### src/rtl/seg_pkg.sv
// Shared types and constants for the seven-segment scan driver.
// Digit geometry and the load-handshake state encoding.
package seg_pkg;

    localparam int NUM_DIGITS = 8;
    localparam int DIGIT_W    = 4;
    localparam int SEL_W      = 3;

    typedef logic [DIGIT_W-1:0] digit_t;
    typedef logic [SEL_W-1:0]   sel_t;

    typedef enum logic {
        IDLE,
        PENDING
    } load_state_t;

    localparam sel_t LAST_SEL = sel_t'(NUM_DIGITS - 1);

endpackage

### src/rtl/refresh_prescaler.sv
// Free-running divider producing a one-cycle tick every REFRESH_DIV clocks.
// With REFRESH_DIV == 1 the counter stays at zero and tick is always high.
module refresh_prescaler #(
    parameter int REFRESH_DIV = 100_000
) (
    input  logic clk,
    input  logic rst_n,
    output logic tick
);

    localparam int CNT_W = (REFRESH_DIV > 1) ? $clog2(REFRESH_DIV) : 1;
    localparam logic [CNT_W-1:0] LAST = CNT_W'(REFRESH_DIV - 1);

    logic [CNT_W-1:0] r_cnt;

    assign tick = (r_cnt == LAST);

    always_ff @(posedge clk or negedge rst_n) begin
        if (!rst_n) begin
            r_cnt <= '0;
        end else if (tick) begin
            r_cnt <= '0;
        end else begin
            r_cnt <= r_cnt + 1'b1;
        end
    end

endmodule

### src/rtl/seg_scan_driver.sv
// Time-multiplexed 8-digit scan driver feeding the hex decoder stage.
// New words wait in a shadow register and commit only at frame boundaries.
module seg_scan_driver
    import seg_pkg::*;
#(
    parameter int REFRESH_DIV = 100_000
) (
    input  logic                          clk,
    input  logic                          rst_n,
    input  logic                          load_valid,
    input  logic [NUM_DIGITS*DIGIT_W-1:0] load_data,
    output logic                          load_ready,
    input  logic [NUM_DIGITS-1:0]         digit_en,
    output digit_t                        num,
    output sel_t                          sel,
    output logic                          blank,
    output logic                          frame_done
);

    logic                          w_tick;
    logic                          w_boundary;
    logic                          w_capture;
    logic                          w_commit;
    load_state_t                   r_state;
    load_state_t                   w_state_nxt;
    sel_t                          r_sel;
    logic [NUM_DIGITS*DIGIT_W-1:0] r_disp;
    logic [NUM_DIGITS*DIGIT_W-1:0] r_shadow;
    logic [NUM_DIGITS-1:0][DIGIT_W-1:0] w_digits;

    refresh_prescaler #(
        .REFRESH_DIV(REFRESH_DIV)
    ) u_prescaler (
        .clk  (clk),
        .rst_n(rst_n),
        .tick (w_tick)
    );

    assign w_boundary = w_tick && (r_sel == LAST_SEL);

    always_ff @(posedge clk or negedge rst_n) begin
        if (!rst_n) begin
            r_sel <= '0;
        end else if (w_tick) begin
            r_sel <= r_sel + 1'b1;
        end
    end

    always_ff @(posedge clk or negedge rst_n) begin
        if (!rst_n) begin
            r_state <= IDLE;
        end else begin
            r_state <= w_state_nxt;
        end
    end

    // A load arriving on the boundary cycle is only captured here, so it
    // commits at the following boundary rather than the current one.
    always_comb begin
        w_state_nxt = r_state;
        w_capture   = 1'b0;
        w_commit    = 1'b0;
        load_ready  = 1'b0;
        unique case (r_state)
            IDLE: begin
                load_ready = 1'b1;
                if (load_valid) begin
                    w_capture   = 1'b1;
                    w_state_nxt = PENDING;
                end
            end
            PENDING: begin
                if (w_boundary) begin
                    w_commit    = 1'b1;
                    w_state_nxt = IDLE;
                end
            end
            default: w_state_nxt = IDLE;
        endcase
    end

    always_ff @(posedge clk or negedge rst_n) begin
        if (!rst_n) begin
            r_shadow <= '0;
            r_disp   <= '0;
        end else begin
            if (w_capture) begin
                r_shadow <= load_data;
            end
            if (w_commit) begin
                r_disp <= r_shadow;
            end
        end
    end

    assign w_digits   = r_disp;
    assign num        = w_digits[r_sel];
    assign sel        = r_sel;
    assign blank      = ~digit_en[r_sel];
    assign frame_done = w_boundary;

endmodule

### config.mk
export PLATFORM = sky130hd
export DESIGN_NAME = seg_scan_driver
export DESIGN_NICKNAME = d
export VERILOG_FILES = /design/src/rtl/seg_pkg.sv /design/src/rtl/refresh_prescaler.sv /design/src/rtl/seg_scan_driver.sv
export SDC_FILE = /design/constraint.sdc
export NUM_CORES = 1
export LEC_CHECK = 0
export ABC_CLOCK_PERIOD_IN_PS = 2400
export CAP_MARGIN = 5
export CORE_MARGIN = 2
export CORE_UTILIZATION = 49
export DETAILED_ROUTE_END_ITERATION = 12
export PLACE_DENSITY = 0.76
export REMOVE_ABC_BUFFERS = 1
export SLEW_MARGIN = 10
export SYNTH_ARGS = -nofsm -noshare
export SYNTH_HDL_FRONTEND = slang
export SYNTH_SLANG_ARGS = --single-unit
### constraint.sdc
create_clock -name clk -period 2.4 [get_ports clk]
set_input_delay 0.48 -clock clk [delete_from_list [all_inputs] [get_ports clk]]
set_output_delay 0.48 -clock clk [all_outputs]
set_load 0.005 [all_outputs]
# Yosys cells after proc, flatten, opt, wreduce, memory -nomap -nowiden
# Index checks and enable logic that the tools add are counted.
# op_classes
n_addsub	2
n_lt_le_gt_ge	1
eq_ne	2
n_mux	12
bitwise	2
n_reduce_logical	1
# op_table
op	count
17-bit by 1-bit adder with 17-bit output (second input constant)	1
17-bit == test (second input constant)	1
17-bit 2-to-1 mux	1
4-bit binary-select mux with 3-bit select	1
1-bit 2-to-1 mux	7
3-bit by 4-bit less-than comparator with 1-bit output (second input constant)	1
4-bit 2-to-1 mux	1
3-bit by 1-bit adder with 3-bit output (second input constant)	1
1-bit binary-select mux with 3-bit select	1
3-bit == test (second input constant)	1
1-bit inverter	2
1-bit one-hot mux with 2 select lines	1
1-bit logical AND	1
# word_totals
ff_bits	85
input_bits	43
wordCells	25

# Logic depth before layout (Yosys ltp)
# logic_depth
depth_word	4
ltp_mapped	7
ltp_nobuf	5

# Modules after synthesis
# A second synthesis with hierarchy kept.
# hier_totals
cells_unflattened	241
area_unflattened_um2	3671.0
# by_module_without_submodules
module	instances	cells_each	area_each_um2	seq_area_each_um2
seg_scan_driver	1	167	2877.8	1701.6
refresh_prescaler	1	74	793.3	425.4

# Worst setup path before layout
# No wires, ideal clock.
# synth_timing
path_type	register to output
from	register u_prescaler.r_cnt[8]
to	output frame_done
arrival_time_ps	1788
path_slack_ps	132
stages_incl_launch_ff	5
path_buffers	1
path_cell_list	dfrtp_1 -> or4bb_1 -> nor4_4 -> clkbuf_1 -> and2_1
# synth_between
elab_chain_cells	2
# synth_rtl
item	line_no	rtl
start, declared	refresh_prescaler.sv:14	logic [CNT_W-1:0] r_cnt;
start signal, assigned	refresh_prescaler.sv:24	r_cnt <= r_cnt + 1'b1;
17-bit == test	refresh_prescaler.sv:16	assign tick = (r_cnt == LAST);
1-bit logical AND	seg_scan_driver.sv:39	assign w_boundary = w_tick && (r_sel == LAST_SEL);
end, declared	seg_scan_driver.sv:17	output logic frame_done
# Every way passes these cells.

# Worst setup path after layout
# layout_timing
from	register r_sel[0], in the netlist sel[0]
to	output num[0]
# layout_between
elab_chain_cells	2
# layout_rtl
item	line_no	rtl
start, declared	seg_scan_driver.sv:26	sel_t r_sel;
start signal, assigned	seg_scan_driver.sv:45	r_sel <= r_sel + 1'b1;
4-bit binary-select mux with 3-bit select	seg_scan_driver.sv:97	assign num = w_digits[r_sel];
4-bit 2-to-1 mux (not written as such)	seg_scan_driver.sv:97	
end, declared	seg_scan_driver.sv:14	output digit_t num,
# Every way passes these cells. The select of a mux whose other input is x is not followed.

==> summary.txt <==
Synthesis
  – Post-Syn Area: 3800 sq um
  – Flops & latches, synth: 85
  – Synth Area per Inst: 15.6 sq um
  – Asr flop ratio synth: 100%
  – Synth top area share: ~56%
  – Post-synth cell types: 29
  – Syn. warnings: 0
  – Yosys top cell by area: dfrtp_1
  – Post-synthesis sequential area ratio: a little under three fifths
  – Synth Instances: 243
  – Commonest cells in the netlist: dfrtp_1, mux2_2, mux2_4, nor2_1, mux4_2
  – Top_reg_cell synth: dfrtp_1
  – Post-synth EDFFs: 0
  – Synth top area cells: dfrtp_1, mux2_2, mux2_4
  – Count leader, synth: dfrtp_1

Critical path
  – R2r startpoint: u_prescaler.r_cnt[11]
  – CP arrival: around 1900 ps
  – CP Max Fanout: 3
  – CP Launch Type: flip-flop
  – CP Capture Type: output port
  – Setup CP Type: reg2out
  – Req. time, crit path: 1920 ps
  – Reg2reg setup slack: 60 ps
  – Critical Path Source: sel[0]

Route
  – Vias: 2,246
  – Vias per inst: 5.22
  – Drt initial violations: 122
  – DRC viols: 0
  – Routed wire length: 7780 um
  – Average wire per standard cell: around 18 um
  – Antenna viol nets, final: 0
  – Pre-antenna DRT Iters: 5

Finish
  – Layout area overhead: 30.9%
  – Layout cells sized above 1: 42.4%
  – N_diodes: 0
  – Post-layout nets: 370
  – # fillers: 567
  – Fin cells: 430
  – Design area: slightly below 5000 sq um

Timing
  – Final period utilization: 100%
  – TNS Setup: -4.29 ps
  – Hold slack: around 97 ps
  – RSZ-0062 raised after global routing: true
  – Fin. Hold Viols: 0
  – Fin Clk Skew: approximately 7.3 ps
  – FMAX: 416 MHz
  – Worst slew margin: between 60% and 70%
  – PnR worst setup slack: -4.29 ps
  – Max Slew Vio Count: 0
  – Worst slew pin tran: 534 ps
  – Final Setup Violations: 1
  – Minimum clock period: roughly 2400 ps

CTS
  – H-Tree Depth: 3
  – Clk slew on worst S/H paths: 80 ps
  – CTS Buf Count: 9
  – CTS root buffer: clkbuf_8
  – Clk_lat worst skew: between 300 and 400 ps
  – # hold bufs at CTS: 0
  – Clk sinks: 85
  – TritonCTS clock tree: built
  – CTS Buffer Depth: 2

GRT
  – Number of global-route vias before repair: 2,411
  – First-pass GRT wire length: 12,200 um
  – Initial antenna violation count: 0
  – Gr usage total: about a fifth
  – Largest net degree at the start of global routing: 41
  – GR Overflow Total: 0

Placement
  – Placed cell count: 404
  – IO buf count: 52
  – Gp weighted congestion: 0.776
  – Hpwl dp: 4650 um
  – Placed inst area: 4550 sq um

Power
  – Leak: 2.25 nW
  – Pwr dens: 564 nW/um^2
  – IR drop worst, VDD: around 290 uV

Floorplanning
  – Die footprint: roughly 8500 sq um
  – Height of the die: 92.0 um
  – Row count: 32
  – Die width: 92.0 um
  – Core region area: between 7000 and 8000 sq um
  – I/O pin cnt: between 50 and 60
  – Initial Util: 49.9%

Outcome
  – Violated checks: setup timing
  – Status: finished with violations

Run
  – Max-capacitance violation count: 0

Min path
  – Hold crit path type: in2async
power by group:
group	internal, mW	switching (mW)	total [mW]
clock	0.608	0.500	1.11
sequential	1.49	0.0353	1.53
combinational	0.113	0.0531	0.166
total	2.21	0.588	2.80
kinds of logic after synthesis:
kind of cell	Yosys count	share of synthesized area, %
and+or+nand+nor	40	6.23
adders and majority gates	3	0.989
DFF	85	56.0
muxes	81	29.8
buffers and inverters	17	3.16
xor gates and xnor gates	15	3.46
AOI/OAI and AO/OA	2	0.329
state kept, by name, indices dropped and copies added, names as in the netlist:
name	count
r_disp	32
r_shadow	32
u_prescaler.r_cnt	17
sel	3
r_state	1
worst max-delay path, stage by stage, from the launching register on:
cell,delay (ps)
dfrtp_2,420
buf_12,130
buf_6,100
mux4_2,500
mux2_4,300
buf_6,120
layout by cell type, fill, tap and decap left out, types with 3 or more instances in the layout:
master           instances
buf_12                   7
mux2_2                  37
buf_6                    9
xnor2_1                  9
dfrtp_1                 84
nand4_1                  4
nor2_1                  12
mux4_2                  10
mux2_4                  33
nand3_1                  5
nor3_1                   4
xor2_1                   6
nor4_1                   3
inv_1                    5
clkdlybuf4s50_1         45
buf_4                   16
clkbuf_8                10
cell type report:
cell class | instances | area [sq um] | share of cell area [%]
Sequential cell | 85 | 2130 | 42.8
Multi-Input combinational cell | 141 | 1580 | 31.8
Timing Repair Buffer | 82 | 900 | 18.1
Clock buffer | 11 | 141 | 2.84
Tap cell | 102 | 128 | 2.57
Clock inverter | 4 | 72.6 | 1.46
Inverter | 5 | 18.8 | 0.378
through the flow:
step / power (mW) / worst slack (ps) / util (%)
2_1_floorplan: 1.60 / -995 / -
3_3_place_gp: 1.72 / -73.2 / 59.8
3_5_place_dp: 1.73 / -94.5 / 59.8
4_1_cts: 2.82 / -63.9 / 64.4
5_1_grt: 2.90 / -43.4 / 65.3
6_report: 2.80 / -4.29 / 65.3
what timing repair did:
action	in CTS	in global routing
setup endpoints to repair	6	21
gates resized for setup	38	8
buffers inserted	7	2
pin swaps	2	3
gates cloned	1	2
worst paths after layout:
check                                        end  cells after the start
max reg2reg                           r_disp[20]                      6
max                                       num[0]                      5
min in group clk                       r_disp[9]                      1
min                        u_prescaler.r_cnt[11]                      1
max in group asynchronous   u_prescaler.r_cnt[5]                      2
min reg2reg                            r_disp[9]                      1
layer usage:
metal  track usage, %  vias up  share of wire (%)
met5                0        -                  0
met4             7.09        0                1.5
met3             4.03        9                3.5
met2             30.8       55                 50
met1             25.4     1156                 44
li1                 -     1026                  -
(Power assumes the default switching activity.)
==> variant 1, RTL diff (same flow settings) <==
Change the package constant `DIGIT_W` from 4 to 3.
--- a/src/rtl/seg_pkg.sv
+++ b/src/rtl/seg_pkg.sv
@@ -3,7 +3,7 @@
 package seg_pkg;
 
     localparam int NUM_DIGITS = 8;
-    localparam int DIGIT_W    = 4;
+    localparam int DIGIT_W    = 3;
     localparam int SEL_W      = 3;
 
     typedef logic [DIGIT_W-1:0] digit_t;
Interface: changed (resized load_data and num); port bits go from 53 to 44. The function was not compared with the original's and may differ.
==> variant 1 against the original RTL <==
- worst setup slack gained 0.057 ns
- routed wire length shrank 24%
- combinational power shrank 23%
- sequential share of layout area grew 0.21 points
- utilization grew 1.7 points
- highest routed layer unchanged
- sequential cell count shrank 16
- final area shrank 19%
- synthesized area shrank 19%
- power shrank 19%
- first-iteration DRC count shrank 32%
- fmax grew 2.4%
- largest power group unchanged
==> variant 1: results (changes against the original RTL) <==
{| class="wikitable"
! Metric !! Value
|-
| Number of library cell types mapped by synthesis || 25 (was 29)
|-
| Commonest cells post-synth || sky130_fd_sc_hd__dfrtp_1 (69), sky130_fd_sc_hd__mux2_2 (34), sky130_fd_sc_hd__mux2_4 (19), sky130_fd_sc_hd__nor2_1 (14), sky130_fd_sc_hd__xnor2_1 (10) (was sky130_fd_sc_hd__dfrtp_1 (85), sky130_fd_sc_hd__mux2_2 (41), sky130_fd_sc_hd__mux2_4 (29), sky130_fd_sc_hd__nor2_1 (12), sky130_fd_sc_hd__mux4_2 (10))
|-
| Static Leakage || 1.86 nW (was 2.25 nW)
|-
| Area contributors post-synth || sky130_fd_sc_hd__dfrtp_1 (56%), sky130_fd_sc_hd__mux2_2 (12%), sky130_fd_sc_hd__mux2_4 (9.2%), sky130_fd_sc_hd__mux4_2 (5.8%), sky130_fd_sc_hd__xnor2_1 (2.8%) (was sky130_fd_sc_hd__dfrtp_1 (56%), sky130_fd_sc_hd__mux2_2 (12%), sky130_fd_sc_hd__mux2_4 (11%), sky130_fd_sc_hd__mux4_2 (5.9%), sky130_fd_sc_hd__xnor2_1 (2.1%))
|-
| Overall routing resource usage || 17.5% (was 19.0%)
|-
| Worst-margin pin slew || 0.371 ns (was 0.534 ns)
|-
| Worst Path Max Fanout || 4 (was 3)
|-
| Data arrival time of the critical path || 1.87 ns (was 1.92 ns)
|-
| Pre-CTS WS || -0.0942 ns (was -0.0945 ns)
|-
| Xor/xnor cell area share of the yosys netlist || 4.54% (was 3.46%)
|-
| Adder-cell share of the synthesized area || 1.22% (was 0.988%)
|-
| First-pass GRT wire length || 9590 µm (was 12200 µm)
|-
| Layout cell share with drive strength beyond 1 || 40.7% (was 42.4%)
|-
| Max IR drop VDD || 0.401 mV (was 0.289 mV)
|-
| Placed wire-length estimate after detailed placement || 3560 µm (was 4650 µm)
|-
| Outcome || complete, no violations (was complete, but fails checks)
|-
| Post-synthesis compound-gate area fraction || 0% (was 0.329%)
|-
| End of the worst register-to-register path || r_disp[15] (was r_disp[20])
|-
| Count of input and output buffers || 43 (was 52)
|-
| Number of DRC markers in iteration 0 || 83 (was 122)
|-
| Proportion of synthesized area in mux cells || 27.8% (was 29.8%)
|-
| Fill cells || 448 (was 567)
|-
| Post-Route Hold Slack || 0.156 ns (was 0.0966 ns)
|-
| TritonRoute pass-1 iters || 4 (was 5)
|-
| Cell Count Post-Placement || 328 (was 404)
|-
| Nets || 313 (was 370)
|-
| Average wire per standard cell || 16.6 µm (was 18.1 µm)
|-
| Syn Inst Count || 204 (was 243)
|}
variant 1: cell count changes in the layout (fill, tap and decap cells not counted), sizes merged, moves of 2 or more:
| cell | delta |
|---|---|
| mux2 | -17 |
| dfrtp | -16 |
| clkdlybuf4s50 | -8 |
| buf | -5 |
| clkinv | +4 |
| clkbuf | -2 |
| mux4 | -2 |
| nor2 | +2 |
variant 1: worst max path at each step:
stage                  to  cells after the start  slack, ns                  start
2_1_floorplan  r_disp[15]                      4      -0.67   u_prescaler.r_cnt[8]
3_3_place_gp        blank                      4      -0.08            digit_en[3]
3_5_place_dp        blank                      4      -0.09            digit_en[6]
4_1_cts        r_disp[15]                      7       0.03  u_prescaler.r_cnt[11]
5_1_grt            num[1]                      5     -0.004                 sel[0]
6_report           num[2]                      5       0.05                 sel[0]
variant 1: layer usage:
metal / wire length (µm) / global-route usage, %
met1: 2660 / 22.8
met2: 2820 / 27.6
met3: 335 / 4.67
met4: 61 / 8.05
met5: 0 / 0
variant 1: repair_timing:
item	in CTS	in global routing
setup buffers	7	1
pin swaps	4	1
cloned	0	3
resized for setup	23	6
setup endpoints to repair	5	20
variant 1: power by group:
part	internal, mW	switching [mW]
Combinational	0.0882	0.0399
Clock	0.474	0.437
Sequential	1.21	0.0246
Total	1.77	0.501
variant 1: worst max-delay path, delay by kind of cell, from the launching register on:
| kind | cells | cell delay, ns |
|---|---|---|
| flip-flops | 1 | 0.39 |
| multiplexers | 2 | 0.79 |
| buffers and inverters | 3 | 0.37 |
variant 1: cell type report:
type / count / share of cell area, %
clock inverters: 7 / 1.65
repair buffers: 69 / 17.4
inverters: 4 / 0.374
flip-flops and latches: 69 / 43.0
well taps: 75 / 2.34
clock buffers: 9 / 3.08
multi-input cells: 122 / 32.1
==> variant 2, RTL diff (same settings) <==
Without the edit above. Make the reset (`rst_n`) synchronous in 4 clocked blocks.
--- a/src/rtl/refresh_prescaler.sv
+++ b/src/rtl/refresh_prescaler.sv
@@ -15,7 +15,7 @@
 
     assign tick = (r_cnt == LAST);
 
-    always_ff @(posedge clk or negedge rst_n) begin
+    always_ff @(posedge clk) begin
         if (!rst_n) begin
             r_cnt <= '0;
         end else if (tick) begin
--- a/src/rtl/seg_scan_driver.sv
+++ b/src/rtl/seg_scan_driver.sv
@@ -38,7 +38,7 @@
 
     assign w_boundary = w_tick && (r_sel == LAST_SEL);
 
-    always_ff @(posedge clk or negedge rst_n) begin
+    always_ff @(posedge clk) begin
         if (!rst_n) begin
             r_sel <= '0;
         end else if (w_tick) begin
@@ -46,7 +46,7 @@
         end
     end
 
-    always_ff @(posedge clk or negedge rst_n) begin
+    always_ff @(posedge clk) begin
         if (!rst_n) begin
             r_state <= IDLE;
         end else begin
@@ -79,7 +79,7 @@
         endcase
     end
 
-    always_ff @(posedge clk or negedge rst_n) begin
+    always_ff @(posedge clk) begin
         if (!rst_n) begin
             r_shadow <= '0;
             r_disp   <= '0;
Check against the original RTL: differs if rst_n is asserted again (counterexample within 4 cycles, from zero or initial values and one cycle with rst_n low); with rst_n held inactive, the same outputs for 10 cycles.
==> variant 2 against the original RTL <==
- sequential cell count did not move
- clock power is 18% lower
- synthesized area shrank 1.3%
- final area decreased by 7.2%
- clock skew increased by 0.0013 ns
- non-clock buffer count is 14 lower
- via count up 28%
- count of clock-buffer cells in the layout stayed put
- critical endpoint is now num[2]
- global-route usage up 1.0 points
- power is 8.1% lower
- largest power group unchanged
- routed wire length grew 0.33%
- worst setup slack improved by 0.045 ns
- critical path depth down 1
==> variant 2: results (changes against the original RTL) <==
{| class="wikitable"
! Metric !! Value
|-
| Worst min-delay path class || in -> reg (was in -> async)
|-
| Area contributors post-synth || sky130_fd_sc_hd__dfxtp_1 (45%), sky130_fd_sc_hd__nand2_1 (13%), sky130_fd_sc_hd__mux2i_1 (9.3%), sky130_fd_sc_hd__a21boi_0 (6.4%), sky130_fd_sc_hd__mux4_2 (6.0%) (was sky130_fd_sc_hd__dfrtp_1 (56%), sky130_fd_sc_hd__mux2_2 (12%), sky130_fd_sc_hd__mux2_4 (11%), sky130_fd_sc_hd__mux4_2 (5.9%), sky130_fd_sc_hd__xnor2_1 (2.1%))
|-
| Nets || 502 (was 370)
|-
| FF-to-FF setup slack || 0.55 ns (was 0.06 ns)
|-
| Total via count after detailed routing || 2873 (was 2246)
|-
| Proportion of synthesized area in mux cells || 16.5% (was 29.8%)
|-
| Count of endpoints failing setup in the final report || 0 (was 1)
|-
| Vias in the first global route || 2811 (was 2411)
|-
| First-pass GRT wire length || 13200 µm (was 12200 µm)
|-
| Worst-margin pin slew || 0.525 ns (was 0.534 ns)
|-
| Xor/xnor cell area share of the yosys netlist || 3.27% (was 3.46%)
|-
| Worst Path Max Fanout || 9 (was 3)
|-
| Fraction of registers with async set/reset || 0% (was 100%)
|-
| Final critical-path share of the clock period || 98.3% (was 100%)
|-
| Post-Route Hold Slack || 0.443 ns (was 0.0966 ns)
|-
| TritonRoute pass-1 iters || 4 (was 5)
|-
| Final Wtd Congestion || 0.916 (was 0.776)
|-
| Syn_area_per_cell || 9.30 µm² (was 15.6 µm²)
|-
| Outcome || complete, no violations (was complete, but fails checks)
|-
| Layout cell share with drive strength beyond 1 || 13.4% (was 42.4%)
|-
| Data arrival time of the critical path || 1.88 ns (was 1.92 ns)
|-
| Cell Count Post-Placement || 541 (was 404)
|-
| Sequential element share of the synthesized area || 45.4% (was 56.0%)
|-
| Placed wire-length estimate after detailed placement || 5430 µm (was 4650 µm)
|-
| Number of DRC markers in iteration 0 || 102 (was 122)
|-
| Yosys warning count || 0 (unchanged)
|-
| Commonest cells post-synth || sky130_fd_sc_hd__nand2_1 (133), sky130_fd_sc_hd__dfxtp_1 (85), sky130_fd_sc_hd__mux2i_1 (35), sky130_fd_sc_hd__a21boi_0 (32), sky130_fd_sc_hd__clkbuf_1 (20) (was sky130_fd_sc_hd__dfrtp_1 (85), sky130_fd_sc_hd__mux2_2 (41), sky130_fd_sc_hd__mux2_4 (29), sky130_fd_sc_hd__nor2_1 (12), sky130_fd_sc_hd__mux4_2 (10))
|-
| Clock skew after layout || 0.00862 ns (was 0.00733 ns)
|-
| Max IR drop VDD || 0.341 mV (was 0.289 mV)
|-
| Maximum number of pins on one net before global-route repair || 58 (was 41)
|-
| Fill cells || 625 (was 567)
|-
| Predominant post-synthesis flop cell || sky130_fd_sc_hd__dfxtp_1 (was sky130_fd_sc_hd__dfrtp_1)
|-
| Static Leakage || 1.62 nW (was 2.25 nW)
|-
| Overall routing resource usage || 20.0% (was 19.0%)
|}
variant 2: cell count changes in the layout (fill, tap and decap cells not counted), moves of 32 or more:
cell | before | now
sky130_fd_sc_hd__mux2i_1 | 1 | 35
sky130_fd_sc_hd__mux2_2 | 37 | 2
sky130_fd_sc_hd__a21boi_0 | 0 | 32
sky130_fd_sc_hd__dfxtp_1 | 0 | 81
sky130_fd_sc_hd__dfrtp_1 | 84 | 0
sky130_fd_sc_hd__nand2_1 | 1 | 133
variant 2: layer usage:
metal	up-vias	GRT usage (%)	routed length, µm
met5	-	0	0
met4	0	7.95	121
met3	12	5.81	340
met2	58	33.6	3770
met1	1343	23.9	3580
li1	1460	-	-
variant 2: kinds of logic after synthesis:
| kind of cell | after synthesis |
|---|---|
| adders and majority gates | 3 |
| and+or+nand+nor | 185 |
| muxes | 49 |
| AOI/OAI and AO/OA | 37 |
| buffers and inverters | 30 |
| xor gates and xnor gates | 14 |
| DFF | 85 |
variant 2: layout make-up:
| cell class | instances | area, µm² | share of cell area (%) |
|---|---|---|---|
| clock buffer | 11 | 141 | 3.06 |
| clock inverter | 5 | 36.3 | 0.786 |
| inverter | 4 | 15.0 | 0.325 |
| multi-input combinational | 288 | 1920 | 41.6 |
| sequential | 85 | 1710 | 37.0 |
| tap | 99 | 124 | 2.68 |
| timing repair buffer | 68 | 668 | 14.5 |
variant 2: path summary, 6_finish.rpt:
check	cells after the start	end	start
hold reg to reg	2	r_disp[1]	r_disp[1]
hold / removal	3	r_disp[7]	rst_n
setup / recovery	4	num[2]	sel[0]
setup reg to reg	7	r_disp[17]	u_prescaler.r_cnt[0]
variant 2: through the flow:
step	area, µm²	setup TNS (ns)	power (mW)
after floorplan	3610	-8.11	1.57
after global placement	4370	-0.111	1.69
after detailed placement	4370	-0.175	1.69
after CTS	4590	-0.00681	2.60
after global routing	4610	-0.0355	2.69
final	4610	0	2.58
variant 2: worst reg2reg max path, stage by stage, from the launching register on:
cell and delay [ns]:
sky130_fd_sc_hd__dfxtp_4 0.38, sky130_fd_sc_hd__ha_4 0.16, sky130_fd_sc_hd__and4_4 0.27, sky130_fd_sc_hd__nand4_4 0.09, sky130_fd_sc_hd__buf_4 0.20, sky130_fd_sc_hd__nor3_4 0.18
sky130_fd_sc_hd__buf_12 0.23, sky130_fd_sc_hd__mux2i_1 0.26
variant 2: timing repair:
action	in CTS	in global routing
setup endpoints to repair	6	4
pin swaps	1	0
cloned	0	0
setup buffers	2	1
resized for setup	18	3
variant 2: power breakdown:
part	internal [mW]	switching, mW
logic	0.105	0.0889
registers	1.44	0.0226
clock network	0.407	0.508
total	1.96	0.619
